`config.mk`:
```
export PLATFORM = sky130hd
export DESIGN_NAME = mono_ro_ctrl_flat
export DESIGN_NICKNAME = d
export VERILOG_FILES = /design/src/rtl/mono_ro_ctrl_if.sv /design/src/rtl/mono_ro_ctrl.sv /design/src/flat_wrapper.sv
export SDC_FILE = /design/constraint.sdc
export NUM_CORES = 1
export LEC_CHECK = 0
export ABC_AREA = 0
export BUFFER_PORTS_ARGS = -buffer_cell sky130_fd_sc_hd__buf_2
export CAP_MARGIN = 10
export CELL_PAD_IN_SITES_DETAIL_PLACEMENT = 0
export CELL_PAD_IN_SITES_GLOBAL_PLACEMENT = 1
export CORE_MARGIN = 2
export CORE_UTILIZATION = 45
export CTS_CLUSTER_DIAMETER = 80
export DETAILED_ROUTE_END_ITERATION = 10
export GPL_TIMING_DRIVEN = 0
export PLACE_DENSITY_LB_ADDON = 0.12
export SLEW_MARGIN = 20
export SYNTH_ARGS = -nofsm -noshare
export SYNTH_HDL_FRONTEND = slang
export SYNTH_SLANG_ARGS = --single-unit
```
`constraint.sdc`:
```
create_clock -name clk -period 6.14 [get_ports clk]
set_input_delay 0.921 -clock clk [delete_from_list [all_inputs] [get_ports clk]]
set_output_delay 0.921 -clock clk [all_outputs]
set_load 0.05 [all_outputs]
```
`src/rtl/mono_ro_ctrl_if.sv`:
```
// mono_ro_ctrl_if: valid/ready word stream from the readout sequencer to the downstream FIFO
interface mono_ro_ctrl_if;
  logic [29:0] out_data;
  logic        out_valid;
  logic        out_ready;
  modport master(output out_data, out_valid, input out_ready);
  modport slave(input out_data, out_valid, output out_ready);
endinterface

```
`src/rtl/mono_ro_ctrl.sv`:
```
// mono_ro_ctrl: monopix readout sequencer (freeze, per-hit READ, 30-bit serial capture, nRST pulse)
module mono_ro_ctrl #(
  parameter int FREEZE_DLY = 2,
  parameter int READ_LEN   = 2,
  parameter int SER_LAT    = 4,
  parameter int TOK_SETTLE = 3,
  parameter int MAX_WORDS  = 256,
  parameter int NRST_LEN   = 4
) (
  input  logic                  clk,
  input  logic                  rst,
  input  logic                  enable,
  input  logic                  rst_chip,
  input  logic                  Token_Out,
  input  logic                  Data_Out,
  output logic                  FREEZE,
  output logic                  READ,
  output logic                  nRST,
  output logic                  busy,
  output logic [15:0]           word_cnt,
  output logic                  overrun,
  mono_ro_ctrl_if.master        ro
);
  typedef enum logic [2:0] {IDLE, NRST, FRZ_WAIT, RD, SHIFT, PUSH, SETTLE} state_t;
  localparam logic [8:0] FRZ_END    = 9'(FREEZE_DLY - 1);
  localparam logic [8:0] NRST_END   = 9'(NRST_LEN - 1);
  localparam logic [8:0] RD_END     = 9'(READ_LEN);
  localparam logic [8:0] SMP_FIRST  = 9'(SER_LAT);
  localparam logic [8:0] SMP_LAST   = 9'(SER_LAT + 29);
  localparam logic [8:0] SETTLE_END = 9'(READ_LEN + TOK_SETTLE);
  localparam logic [8:0] WIN_MAX    = 9'(MAX_WORDS);
  state_t      state;
  logic [1:0]  tok_sync;
  logic        tok_s;
  logic [8:0]  cnt;
  logic [8:0]  e;
  logic [8:0]  cnt_inc;
  logic [8:0]  win_cnt;
  logic [29:0] sr;
  logic        sample_en;
  assign tok_s     = tok_sync[1];
  assign e         = cnt + 9'd1;
  assign cnt_inc   = (cnt == 9'h1fe) ? cnt : e;
  assign sample_en = (state == RD || state == SHIFT) && e >= SMP_FIRST && e <= SMP_LAST;
  // two-flop synchroniser for the chip token
  always_ff @(posedge clk or posedge rst)
    if (rst) tok_sync <= '0;
    else tok_sync <= {tok_sync[0], Token_Out};
  // sequencer: cnt is the edge index since READ rose (or the wait counter in NRST/FRZ_WAIT), saturating while stalled
  always_ff @(posedge clk or posedge rst)
    if (rst) begin
      state        <= IDLE;
      FREEZE       <= 1'b0;
      READ         <= 1'b0;
      nRST         <= 1'b1;
      busy         <= 1'b0;
      overrun      <= 1'b0;
      word_cnt     <= '0;
      win_cnt      <= '0;
      cnt          <= '0;
      sr           <= '0;
      ro.out_data  <= '0;
      ro.out_valid <= 1'b0;
    end else begin
      cnt <= cnt_inc;
      if (sample_en) sr <= {sr[28:0], Data_Out};
      case (state)
        IDLE:
          if (rst_chip) begin
            state <= NRST;
            nRST  <= 1'b0;
            busy  <= 1'b1;
            cnt   <= '0;
          end else if (enable && tok_s) begin
            state   <= FRZ_WAIT;
            FREEZE  <= 1'b1;
            busy    <= 1'b1;
            cnt     <= '0;
            win_cnt <= '0;
          end
        NRST:
          if (cnt == NRST_END) begin
            state <= IDLE;
            nRST  <= 1'b1;
            busy  <= 1'b0;
          end
        FRZ_WAIT:
          if (cnt == FRZ_END) begin
            state <= RD;
            READ  <= 1'b1;
            cnt   <= '0;
          end
        RD:
          if (e == RD_END) begin
            state <= SHIFT;
            READ  <= 1'b0;
          end
        SHIFT:
          if (e == SMP_LAST) begin
            state        <= PUSH;
            ro.out_valid <= 1'b1;
            ro.out_data  <= {sr[28:0], Data_Out};
          end
        PUSH:
          if (ro.out_ready) begin
            state        <= SETTLE;
            ro.out_valid <= 1'b0;
            word_cnt     <= word_cnt + 16'd1;
            win_cnt      <= win_cnt + 9'd1;
          end
        SETTLE:
          if (e >= SETTLE_END) begin
            if (tok_s && win_cnt < WIN_MAX) begin
              state <= RD;
              READ  <= 1'b1;
              cnt   <= '0;
            end else begin
              state  <= IDLE;
              FREEZE <= 1'b0;
              busy   <= 1'b0;
              if (tok_s) overrun <= 1'b1;
            end
          end
        default: state <= IDLE;
      endcase
    end
endmodule

```
`src/flat_wrapper.sv`:
```
// flat-port wrapper written by rule: the top's interface ports become plain ports
module mono_ro_ctrl_flat 
#(
  parameter int FREEZE_DLY = 2,
  parameter int READ_LEN   = 2,
  parameter int SER_LAT    = 4,
  parameter int TOK_SETTLE = 3,
  parameter int MAX_WORDS  = 256,
  parameter int NRST_LEN   = 4
)
  (clk, rst, enable, rst_chip, Token_Out, Data_Out, FREEZE, READ, nRST, busy, word_cnt, overrun, ro_out_data, ro_out_valid, ro_out_ready);
  mono_ro_ctrl_if ro_i ();
  input  logic clk;
  input  logic rst;
  input  logic enable;
  input  logic rst_chip;
  input  logic Token_Out;
  input  logic Data_Out;
  output logic FREEZE;
  output logic READ;
  output logic nRST;
  output logic busy;
  output logic [15:0] word_cnt;
  output logic overrun;
  output wire logic [$bits(ro_i.out_data)-1:0] ro_out_data;
  output wire logic [$bits(ro_i.out_valid)-1:0] ro_out_valid;
  input wire logic [$bits(ro_i.out_ready)-1:0] ro_out_ready;
  assign ro_out_data = ro_i.out_data;
  assign ro_out_valid = ro_i.out_valid;
  assign ro_i.out_ready = ro_out_ready;
  mono_ro_ctrl #(.FREEZE_DLY(FREEZE_DLY), .READ_LEN(READ_LEN), .SER_LAT(SER_LAT), .TOK_SETTLE(TOK_SETTLE), .MAX_WORDS(MAX_WORDS), .NRST_LEN(NRST_LEN)) u_core (.clk(clk), .rst(rst), .enable(enable), .rst_chip(rst_chip), .Token_Out(Token_Out), .Data_Out(Data_Out), .FREEZE(FREEZE), .READ(READ), .nRST(nRST), .busy(busy), .word_cnt(word_cnt), .overrun(overrun), .ro(ro_i));
endmodule
```
==> results.cfg, run 1 <==
[clocking]
clockBufferDepth = 2
cts_hold_buffers = 0
clkLatencyLatePin_ps = 370
cts-buffers-inserted = 9
post_cts_buffers = 0
clock_sink_count = 104
clk_root_buffer_cell = clkbuf_8
ctsResizeCount = 0
cts_max_level = 3
cts_tree = done
clk_pin_slew_worst_paths_ps = 110

[pwr]
power_switching_mw = 0.718
power.share.combinational = 0.330
power.density_cell_area_mw_per_mm2 = 345
cell_int_power_mw = 1.17
p_sw_frac = 0.380
pwr-share-seq = 0.436
irDropWorstVdd_mv = 0.167
p_leak_nw = 2.76
share_clk_of_total_power = 0.234

[worst_setup_path]
worst_ep_required_time_ps = 6370
worst_setup_path_end_kind = flop
crit_chain = ha_1 -> buf_2 -> nand3_1 -> o21a_1 -> a211oi_1 -> and4b_1 -> o2111ai_2 -> a21oi_2 -> nor2_1
timing_worst_setup_path_type = flop to flop
worstPathMaxFanout = 10
cp.arrival_ps = 3020
critical_path.startpoint_type = flop
cell_with_the_biggest_individual_delay_on_the_critical_path = dfrtp_1
path_delay_family = compound AO/OA/AOI/OAI gates
critical_path_buf_inv_count = 1
delay_of_the_slowest_cell_on_the_worst_path_ps = 510

[timing]
period_needed_ps = 2800
worst_clock_skew_ps = 19.8
finalHoldWorstSlack_ps = 394
worstMarginPinSlew_ps = 554
timing_hold_violations_final = 0
timing.slew.headroom = 0.630
setup_viol_count_final = 0
final.period_utilization = 0.455
final.setup.tns_ps = 0
finalMaxSlewViolations = 0
grt_setup_unrepaired = false
max_freq_mhz = 358

[grt]
largest_net_degree_at_the_start_of_global_routing = 63
grt_overflow_total = 0
grt_antenna_before_repair = 0
first_global_vias = 3139
gr-usage-all-layers = 0.169
grt_first_pass_wirelength_um = 15500

[logic_synthesis]
syn_area_cell_um2 = 12.1
ys_seq_elements = 104
seq_area_frac_synth = 0.546
ys.warnings.count = 0
synth_nets = 406
synth_cell_area_mm2 = 0.00477
async_flop_share = 1.00
postSynthCellCount = 393
number_of_distinct_library_cells_after_synthesis = 52
synth_enable_flop_cells = 0
top_flip_flop_cell_by_instance_count_after_synthesis = dfrtp_1

[floorplan]
ioPinCount = 59
placeableCoreArea_mm2 = 0.0103
start_util = 0.462
die_w_um = 107
dieArea_mm2 = 0.0114
number_of_placement_rows = 37
die_height_um = 107

[cells_and_area]
nFillCells = 914
area.sequential_mm2 = 0.00260
final_common_cell = dfrtp_1
multiInputGateArea_mm2 = 0.00199
final_core_density = 0.531
n_antenna_cell = 0
layout_common_cells = dfrtp_1, buf_2, mux2_2, nor2_1
final_layout_size_suffix_gt1_frac = 0.350
finalNetCount = 476
synthToLayoutAreaGrowth_pct = 14.8

[run_status]
outcome = finished, final reports clean

[drt]
wl_met3_um = 399
dr.first_iter.drc_count = 111
routedWlPerCell_um = 14.9
antenna_left = 0
detail_route.drc_violations = 0
dr_wl_met2_um = 4120
wl_met1_um = 4390
routed_wirelength_um = 9020
dr.max_layer_used = met4
firstDrtPassIters = 4
routed-via-count = 3168
post_drt_via_cell_ratio = 5.25

[hold_path]
min-delay-path-class = flop to flop

[job]
max_cap_viol_count = 0

[placement]
place.gp.congestion = 0.833
dp_hpwl_um = 6290
io_buffers = 58
area by class of cell:
| cell class | instances | share of cell area |
|---|---|---|
| timing repair buffer | 59 | 0.0580 |
| buffer | 19 | 0.0244 |
| sequential | 104 | 0.475 |
| multi-input combinational | 258 | 0.363 |
| clock buffer | 9 | 0.0226 |
| tap | 136 | 0.0311 |
| clock inverter | 7 | 0.0167 |
| inverter | 12 | 0.00913 |
metrics by stage:
step	cells	setup slack (ps)	cell area [um^2]	total power, mW
after global placement	587	1240	5230	1.45
after floorplan	393	2490	4770	1.32
after CTS	604	3350	5480	1.91
after global routing	604	3080	5480	2.02
after detailed placement	588	3370	5270	1.46
final	604	3340	5480	1.89
power groups by stage:
stage	Combinational [mW]	Sequential [mW]	Clock, mW
2_1_floorplan	0.434	0.886	0
3_3_place_gp	0.616	0.835	0
3_5_place_dp	0.626	0.838	0
4_1_cts	0.629	0.823	0.461
5_1_grt	0.695	0.836	0.487
6_report	0.625	0.824	0.442
cell families after synthesis:
kind of cell    count (synthesis)  share of synthesized area
fa+ha+maj                       6                     0.0157
flops                         104                      0.546
xor+xnor                       30                     0.0551
simple gates                  104                      0.115
buf+inv                        31                     0.0375
mux                            61                      0.152
compound gates                 57                     0.0800
cells in the mapped netlist (3+ instances only):
| library cell | number | area [um^2] |
|---|---|---|
| dfrtp_1 | 103 | 2580 |
| mux2_2 | 50 | 563 |
| nor2_1 | 27 | 101 |
| a21oi_1 | 22 | 110 |
| xnor2_1 | 22 | 193 |
| nand2_1 | 20 | 75.1 |
| nand4_1 | 16 | 100 |
| inv_1 | 12 | 45.0 |
| o21ai_0 | 12 | 60.1 |
| mux2_4 | 10 | 150 |
| nand3_1 | 10 | 50.1 |
| xor2_1 | 8 | 70.1 |
| and3_1 | 6 | 37.5 |
| buf_4 | 6 | 45.0 |
| ha_1 | 6 | 75.1 |
| and2_1 | 5 | 31.3 |
| buf_2 | 5 | 25.0 |
| a31oi_1 | 4 | 25.0 |
| nor2b_1 | 4 | 25.0 |
| and4_1 | 3 | 26.3 |
| buf_6 | 3 | 33.8 |
| clkbuf_1 | 3 | 11.3 |
| nor3_1 | 3 | 15.0 |
per-layer routing:
layer | up-vias | GRT usage
li1 | 1516 | -
met1 | 1581 | 0.244
met2 | 61 | 0.255
met3 | 10 | 0.0413
met4 | 0 | 0.0473
met5 | - | 0
worst paths after layout:
kind	from	endpoint	slack, ps	cells past startpoint
min in group asynchronous	rst	u_core.word_cnt[12]$_DFFE_PP0P_	560	2
worst max-delay path	u_core.cnt[0]$_DFF_PP0_	u_core.cnt[0]$_DFF_PP0_	3340	9
worst min register to register	u_core.tok_sync[0]$_DFF_PP0_	u_core.tok_sync[1]$_DFF_PP0_	390	0
worst min-delay path	u_core.tok_sync[0]$_DFF_PP0_	u_core.tok_sync[1]$_DFF_PP0_	390	0
worst max register to register	u_core.cnt[0]$_DFF_PP0_	u_core.cnt[0]$_DFF_PP0_	3340	9
max in group asynchronous	rst	u_core.cnt[7]$_DFF_PP0_	4950	3
registers in the layout, indices dropped and copies added, names as in the netlist:
signal and flops:
u_core.READ 1, u_core.sr 29, u_core.ro.out_data 30, u_core.busy 1, u_core.win_cnt 9, u_core.FREEZE 1
u_core.overrun 1, u_core.word_cnt 16, u_core.ro.out_valid 1, u_core.cnt 9, u_core.state 3, u_core.tok_sync 2
u_core.nRST 1
worst reg2reg max path, stage by stage, from the launching register on:
cell,delay (ps)
dfrtp_1,510
ha_1,190
buf_2,220
nand3_1,130
o21a_1,220
a211oi_1,330
and4b_1,350
o2111ai_2,160
a21oi_2,460
nor2_1,110
Power figures use the tool's default switching activity.
==> run 2: changes to the inputs <==
Clock period 6.14 ns to 2.7 ns, I/O delays scaled along.
==> run 2 against run 1 <==
Worst setup slack got worse by 3200 ps. First-iteration DRC count decreased by 3.6%. Final cell count increased by 1.5%. Sequential power increased by 130%. Count of clock-buffer cells in the layout unchanged. Via count decreased by 0.28%. Largest cell class unchanged.
==> results.cfg, run 2 (synthesis gave the netlist of run 1 again) <==
[run_status]
outcome = finished, final reports clean

[timing]
grt_setup_unrepaired = false
timing.slew.headroom = 0.645
setup_viol_count_final = 0
max_freq_mhz = 395
worstMarginPinSlew_ps = 530
postLayoutSetupSlackWorst_ps = 170
period_needed_ps = 2530
timing_hold_violations_final = 0
finalMaxSlewViolations = 0
final.setup.tns_ps = 0
final.period_utilization = 0.937
worst_clock_skew_ps = 13.4

[worst_setup_path]
crit_chain = ha_1 -> buf_2 -> and2_1 -> a21oi_1 -> o31ai_2 -> and2_2 -> o21a_4 -> o221ai_2 -> clkbuf_4 -> mux2_2
reg2reg_setup_slack_ps = 170
delay_of_the_slowest_cell_on_the_worst_path_ps = 460
rr_startpoint = u_core.cnt[1]$_DFF_PP0_
path_delay_family = compound AO/OA/AOI/OAI gates
worst_setup_path_end_kind = flop
cp.arrival_ps = 2780
critical_path.startpoint_type = flop
r2r.worst_path.cells = 10
worst_r2r_endpoint = u_core.sr[6]$_DFFE_PP0P_
worstPathMaxFanout = 10
critical_path_buf_inv_count = 2
cell_with_the_biggest_individual_delay_on_the_critical_path = dfrtp_2
worst_ep_required_time_ps = 2950
timing_worst_setup_path_type = flop to flop

[job]
max_cap_viol_count = 0

[drt]
firstDrtPassIters = 4
post_drt_via_cell_ratio = 5.15
routed_wirelength_um = 9130
routed-via-count = 3159
detail_route.drc_violations = 0
dr.first_iter.drc_count = 107
antenna_left = 0
routedWlPerCell_um = 14.9

[grt]
first_global_vias = 3174
grt_overflow_total = 0
largest_net_degree_at_the_start_of_global_routing = 35
grt_first_pass_wirelength_um = 15600
gr-usage-all-layers = 0.170
grt_antenna_before_repair = 0

[cells_and_area]
layout_common_cells = dfrtp_1, buf_2, mux2_2, nor2_1
synthToLayoutAreaGrowth_pct = 17.8
n_antenna_cell = 0
largest_reg_flops = 30
instances_no_fill = 613
finalNetCount = 485
reg_top3 = u_core.ro.out_data: 30 flops, u_core.sr: 29 flops, u_core.word_cnt: 16 flops
final_layout_size_suffix_gt1_frac = 0.373
top_register = u_core.ro.out_data
final_common_cell = dfrtp_1
final_core_density = 0.545

[clocking]
cts_tree = done
cts-buffers-inserted = 9
cts_max_level = 3
clockBufferDepth = 2
clock_sink_count = 104
clk_root_buffer_cell = clkbuf_8
clkLatencyLatePin_ps = 360
clk_pin_slew_worst_paths_ps = 110

[floorplan]
ioPinCount = 59
placeableCoreArea_mm2 = 0.0103
die_w_um = 107
number_of_placement_rows = 37
dieArea_mm2 = 0.0114
die_height_um = 107
start_util = 0.462

[pwr]
power.density_cell_area_mw_per_mm2 = 801
p_leak_nw = 2.82
irDropWorstVdd_mv = 0.333

[placement]
dp_hpwl_um = 6410
place.gp.congestion = 0.764
pre_cts_slack_ps = -92.1
dpl.cell_count = 590
io_buffers = 58

[hold_path]
hold-path-cell-count = 1
hold_end = u_core.tok_sync[0]$_DFF_PP0_
min-delay-path-class = input pin to flop
min_from = Token_Out
[run 2: worst max-delay path by stage]
stage | startpoint | endpoint | slack (ps) | cells past startpoint
after CTS | u_core.cnt[0]$_DFF_PP0_ | u_core.ro.out_data[10]$_DFFE_PP0P_ | 40 | 9
after global routing | u_core.cnt[1]$_DFF_PP0_ | u_core.sr[12]$_DFFE_PP0P_ | 7 | 10
final | u_core.cnt[1]$_DFF_PP0_ | u_core.sr[6]$_DFFE_PP0P_ | 170 | 10
after detailed placement | u_core.cnt[0]$_DFF_PP0_ | u_core.ro.out_data[9]$_DFFE_PP0P_ | -90 | 9
after global placement | u_core.cnt[0]$_DFF_PP0_ | u_core.ro.out_data[0]$_DFFE_PP0P_ | -80 | 9
after floorplan | u_core.cnt[0]$_DFF_PP0_ | u_core.sr[0]$_DFFE_PP0P_ | 330 | 11
[run 2: area by class of cell]
type,count,area (um^2)
multi-input cells,258,2020
inverters,12,48.8
clock inverters,7,95.1
repair buffers,68,418
well taps,136,170
flip-flops and latches,104,2610
clock buffers,9,124
fillers,923,4700
plain buffers,19,136
[run 2: power by group]
| part | total (mW) | internal [mW] | switching [mW] |
|---|---|---|---|
| logic | 1.60 | 0.670 | 0.927 |
| clock network | 1.04 | 0.458 | 0.584 |
| registers | 1.86 | 1.74 | 0.127 |
| total | 4.50 | 2.87 | 1.64 |
[run 2: repair_timing]
| item | CTS | global route |
|---|---|---|
| buffers inserted | 0 | 6 |
| pin swaps | 0 | 1 |
| cloned | 0 | 0 |
| endpoints found under the hold margin | 12 | 0 |
| setup endpoints to repair | 40 | 61 |
| hold buffers | 1 | 0 |
| resized for setup | 4 | 5 |
[run 2: through the flow]
stage | hold slack (ps) | cell area (um^2) | power (mW)
global route | 100 | 5620 | 4.79
detailed placement | 338 | 5300 | 3.33
floorplan | 331 | 4780 | 3.00
global placement | 337 | 5240 | 3.30
CTS | 116 | 5550 | 4.42
finish | 136 | 5620 | 4.50
[run 2: routing by layer]
metal,GRT usage,vias up,share of wire
met4,0.0649,0,0.0074
li1,-,1534,-
met2,0.262,58,0.46
met5,0,-,0
met1,0.236,1561,0.49
met3,0.0389,6,0.044
